`config.mk`:
```
export PLATFORM = sky130hd
export DESIGN_NAME = l1_dram_arbiter
export DESIGN_NICKNAME = d
export VERILOG_FILES = /design/src/rtl/l1_dram_arbiter.sv
export SDC_FILE = /design/constraint.sdc
export NUM_CORES = 2
export LEC_CHECK = 0
export CORE_AREA = 2 2 634 636
export DETAILED_ROUTE_END_ITERATION = 16
export DIE_AREA = 0 0 636 638
export GPL_TIMING_DRIVEN = 0
export PLACE_DENSITY = 0.33
export SLEW_MARGIN = 20
export SYNTH_ARGS = -nofsm -noshare
export SYNTH_HDL_FRONTEND = slang
export SYNTH_SLANG_ARGS = --single-unit
```
`constraint.sdc`:
```
create_clock -name clk -period 4.6 [get_ports clk]
set_input_delay 0.46 -clock clk [delete_from_list [all_inputs] [get_ports clk]]
set_output_delay 0.46 -clock clk [all_outputs]
set_load 0.01 [all_outputs]
```
`src/rtl/l1_dram_arbiter.sv`:
```
// Two-port (I-cache / D-cache) line arbiter in front of a single DRAM port.
// Define L1_ARB_ROUND_ROBIN_EN for round-robin tie-breaking; default gives the D-cache priority.
module l1_dram_arbiter #(
  parameter int unsigned addr_width     = 32,
  parameter int unsigned mem_data_width = 256
) (
  input  logic                      clk,
  input  logic                      rst,

  input  logic [addr_width-1:0]     p0_addr,
  input  logic                      p0_cs,
  input  logic                      p0_we,
  input  logic [mem_data_width-1:0] p0_data_i,
  output logic                      p0_ack,
  output logic [mem_data_width-1:0] p0_data_o,

  input  logic [addr_width-1:0]     p1_addr,
  input  logic                      p1_cs,
  input  logic                      p1_we,
  input  logic [mem_data_width-1:0] p1_data_i,
  output logic                      p1_ack,
  output logic [mem_data_width-1:0] p1_data_o,

  output logic [addr_width-1:0]     dram_addr,
  output logic                      dram_cs,
  output logic                      dram_we,
  input  logic                      dram_ack,
  input  logic [mem_data_width-1:0] dram_data_i,
  output logic [mem_data_width-1:0] dram_data_o,

  output logic                      owner
);

  localparam logic [1:0] ST_IDLE = 2'd0;
  localparam logic [1:0] ST_BUSY = 2'd1;
  localparam logic [1:0] ST_DONE = 2'd2;

  logic [1:0]                state_q,  state_d;
  logic                      owner_q,  owner_d;
  logic [addr_width-1:0]     addr_q,   addr_d;
  logic                      we_q,     we_d;
  logic                      cs_q,     cs_d;
  logic [mem_data_width-1:0] wdata_q,  wdata_d;
  logic                      ack0_q,   ack0_d;
  logic                      ack1_q,   ack1_d;
  logic [mem_data_width-1:0] rdata0_q, rdata0_d;
  logic [mem_data_width-1:0] rdata1_q, rdata1_d;

  logic req0, req1;
  logic grant_vld;
  logic grant_port;
  logic tie_winner;

  // In DONE the just-served requester is still holding cs; mask it so the other port can go.
  always_comb begin
    req0 = p0_cs;
    req1 = p1_cs;
    if (state_q == ST_DONE) begin
      if (owner_q) req1 = 1'b0;
      else         req0 = 1'b0;
    end
  end

  always_comb begin
`ifdef L1_ARB_ROUND_ROBIN_EN
    tie_winner = ~owner_q;
`else
    tie_winner = 1'b1;
`endif
    grant_vld  = (state_q != ST_BUSY) && (req0 || req1);
    grant_port = (req0 && req1) ? tie_winner : req1;
  end

  always_comb begin
    state_d  = state_q;
    owner_d  = owner_q;
    addr_d   = addr_q;
    we_d     = we_q;
    cs_d     = cs_q;
    wdata_d  = wdata_q;
    ack0_d   = 1'b0;
    ack1_d   = 1'b0;
    rdata0_d = rdata0_q;
    rdata1_d = rdata1_q;

    case (state_q)
      ST_BUSY: begin
        if (dram_ack) begin
          state_d = ST_DONE;
          cs_d    = 1'b0;
          if (owner_q) begin
            ack1_d   = 1'b1;
            rdata1_d = dram_data_i;
          end else begin
            ack0_d   = 1'b0 | 1'b1;
            rdata0_d = dram_data_i;
          end
        end
      end
      default: begin
        // IDLE, DONE and the unused encoding all arbitrate; dram_ack is ignored here.
        if (grant_vld) begin
          state_d = ST_BUSY;
          cs_d    = 1'b1;
          owner_d = grant_port;
          if (grant_port) begin
            addr_d  = p1_addr;
            we_d    = p1_we;
            wdata_d = p1_data_i;
          end else begin
            addr_d  = p0_addr;
            we_d    = p0_we;
            wdata_d = p0_data_i;
          end
        end else begin
          state_d = ST_IDLE;
        end
      end
    endcase
  end

  always_ff @(posedge clk) begin
    if (!rst) begin
      state_q  <= ST_IDLE;
      owner_q  <= 1'b0;
      addr_q   <= '0;
      we_q     <= 1'b0;
      cs_q     <= 1'b0;
      wdata_q  <= '0;
      ack0_q   <= 1'b0;
      ack1_q   <= 1'b0;
      rdata0_q <= '0;
      rdata1_q <= '0;
    end else begin
      state_q  <= state_d;
      owner_q  <= owner_d;
      addr_q   <= addr_d;
      we_q     <= we_d;
      cs_q     <= cs_d;
      wdata_q  <= wdata_d;
      ack0_q   <= ack0_d;
      ack1_q   <= ack1_d;
      rdata0_q <= rdata0_d;
      rdata1_q <= rdata1_d;
    end
  end

  assign dram_addr   = addr_q;
  assign dram_cs     = cs_q;
  assign dram_we     = we_q;
  assign dram_data_o = wdata_q;
  assign owner       = owner_q;
  assign p0_ack      = ack0_q;
  assign p1_ack      = ack1_q;
  assign p0_data_o   = rdata0_q;
  assign p1_data_o   = rdata1_q;

endmodule

```
==> impl_metrics.toml <==
[die]
ios = 1644
dieArea_um2 = 406000
fp-row-count = 232
die_h_um = 638
start_util_pct = 7.73
core_um2 = 399000
die_w_um = 636

[clock_network]
cts_setup_buffers = 0
root_buffer = "clkbuf_16"
cts_tree = "built"
ctsResizeCount = 0
cts_made_buffers = 117
clk_latency_ps = 900
hold_buffers = 0
path_clk_slew_ps = 60
cts_max_level = 3
cts.path.max_buffers = 4
clkSinkCount = 807

[synth]
netlist_instances = 3854
synth_top_area_share_pct = 52.4
yosysMostFrequentCell = "nand2_1"
synthesis.area_um2 = 30800
yosysWarningCount = 0
netlist_top_cells_count = "1604 x nand2_1, 807 x dfxtp_1, 512 x a21boi_0"
synth.largest_area_cell = "dfxtp_1"
synth_area_leaders = "dfxtp_1 52%, nand2_1 20%, a21boi_0 12%"
synth_nets = 4693
syn_area_per_cell_um2 = 7.99
ys_seq_area_share_pct = 52.4
synth-async-reset-ratio_pct = 0
ys_ff_latch = 807
ys_types = 24
synth-edff-count = 0
synthFlopType = "dfxtp_1"

[sta]
finalSetupViolCount = 0
worst-slew-pin-transition_ps = 1050
fin_setup_tns_ps = 0
hold_viol_final = 0
rsz0062_at_grt = "false"
period_needed_ps = 3490
clock_skew_ps = 58.7
fin_crit_sh_pct = 75.8
slew_viol_final = 0
fin_ws_ps = 1110
max_slew_margin_pct = 30.1
max_freq_mhz = 287

[worst_hold_path]
hold_path_end = "dram_data_o[116]"
min_path_type = "primary input to flop"
hold_path_depth = 3
hp-start = "p0_data_i[116]"

[finish]
layout.nets = 6458
area_growth_pct = 89.2
fillers = 45600
layout-drive-gt1-share_pct = 5.71

[global_route]
overflow = 0
grt_pass1_wl_mm = 406
antenna_found_initial = 139
grt_max_degree = 19
grtUsageTotal_pct = 15.3
grt_pass1_vias = 36100

[drt]
wl_per_cell_um = 29.3
drt_iter0_markers = 2251
vias = 36200
wl_mm = 325
drc = 0
first_pass_iters = 6
via_per_inst = 3.27
detail-route-antenna-nets = 0

[critical_path]
cp.arrival_ps = 4180
crit_path_max_fanout = 12
r2r_cells = 8
cpMostUsedCell = "buf_2"
cp_cell_sequence = "buf_2 -> nand3b_1 -> and2_1 -> buf_2 -> buf_2 -> clkbuf_1 -> nand2_1 -> a31oi_1"
r2r-end = "dram_data_o[239]"
setup.worst_path.class = "flop to flop"
r2r_slack_ps = 1110
cp.required_ps = 5290
end_kind = "flop"
start_kind = "flop"
cpPeakStageDelay_ps = 710
r2r_start = "owner"
cp_slowest_cell = "buf_2"

[pwr]
switching_share_pct = 30.0
pwr-share-seq_pct = 36.0
p_per_area_nw_per_um2 = 368
peakVddDrop_mv = 0.317
p_comb_share_pct = 18.5
power.net_switching_mw = 6.44
intPower_mw = 15.0
leakage_nw = 19.1
pwr-share-clk_pct = 45.5

[place]
dp_hpwl_mm = 284
preCtsSetupSlack_ps = 476
numPortBuffers = 1642
gp_congestion = 0.935

[job]
drv_cap = 0

[run_status]
outcome = "finished clean"
-- layout make-up --
type	count	area (um^2)	area share [%]
well taps	5265	6590	11.3
clock buffers	168	3460	5.93
flip-flops and latches	807	16200	27.7
clock inverters	44	592	1.02
plain buffers	332	1410	2.42
diodes	112	280	0.481
multi-input cells	2715	13300	22.8
repair buffers	1646	16500	28.4
-- power groups by stage --
| stage | Sequential [mW] | Clock (mW) | Combinational, mW |
|---|---|---|---|
| after detailed placement | 7.87 | 0 | 4.06 |
| after global placement | 7.87 | 0 | 4.06 |
| final | 7.73 | 9.76 | 3.96 |
| after CTS | 7.73 | 10.1 | 4.08 |
| after global routing | 7.77 | 10.3 | 4.25 |
| after floorplan | 7.97 | 0 | 0.956 |
-- worst max-delay path by stage --
stage,start,end,slack (ps)
floorplan,owner,dram_addr[0],2980
global placement,rst,dram_data_o[239],-930
detailed placement,p1_cs,dram_data_o[239],480
CTS,owner,dram_data_o[239],900
global route,owner,dram_data_o[239],920
finish,owner,dram_data_o[239],1110
-- metrics by stage --
step                      hold WS (ps)  util (%)  instances  power (mW)  area, um^2
final                              130      14.6      11100        21.4       58300
after global routing              78.1      14.6      11000        22.4       58100
after CTS                         23.7      14.6      11000        22.0       58000
after detailed placement           458      13.5      10800        11.9       54000
after global placement             452      13.5      10800        11.9       53800
after floorplan                    488         -       3854        8.93       30800
-- sequential cells by signal (all words and copies together) (netlist names) --
register	cells
dram_data_o	256
p0_data_o	256
p1_data_o	256
dram_addr	32
state_q	2
dram_cs	1
dram_we	1
owner	1
p0_ack	1
p1_ack	1
-- layer usage --
metal	GRT usage (%)	share of wire [%]	wire length, um
met1	15.1	34	111000
met2	29.1	52	170000
met3	6.18	9.3	30400
met4	4.81	4.0	13100
met5	0	0.031	100
-- critical path: cells and delay by family, from the launching register on --
| kind | cells | cell delay, ps |
|---|---|---|
| buf+inv | 4 | 2010 |
| compound gates | 1 | 520 |
| simple gates | 3 | 450 |
| flops | 1 | 300 |
-- layout by cell type (no fill, tap or decap), types with 2 or more instances in the layout --
cell	n
buf_1	15
inv_6	3
nor2b_1	3
o21ai_1	53
buf_2	109
clkbuf_16	117
and2_1	3
clkbuf_2	12
nand2_1	1603
bufinv_16	11
buf_16	4
diode_2	112
o21ai_0	236
dfxtp_1	807
nand3b_1	2
clkbuf_1	211
a31oi_1	289
clkdlybuf4s50_1	1642
clkbuf_8	34
nor2_1	2
inv_16	2
clkinv_2	19
a21boi_0	512
clkinvlp_4	6
and3_1	2
-- kinds of logic after synthesis --
family | after synthesis | share of synthesized area (%)
simple gates | 1620 | 19.8
compound gates | 1094 | 23.2
flops | 807 | 52.4
buf+inv | 332 | 4.52
mux | 1 | 0.0325
No activity file was read; power rests on OpenSTA's default activity.
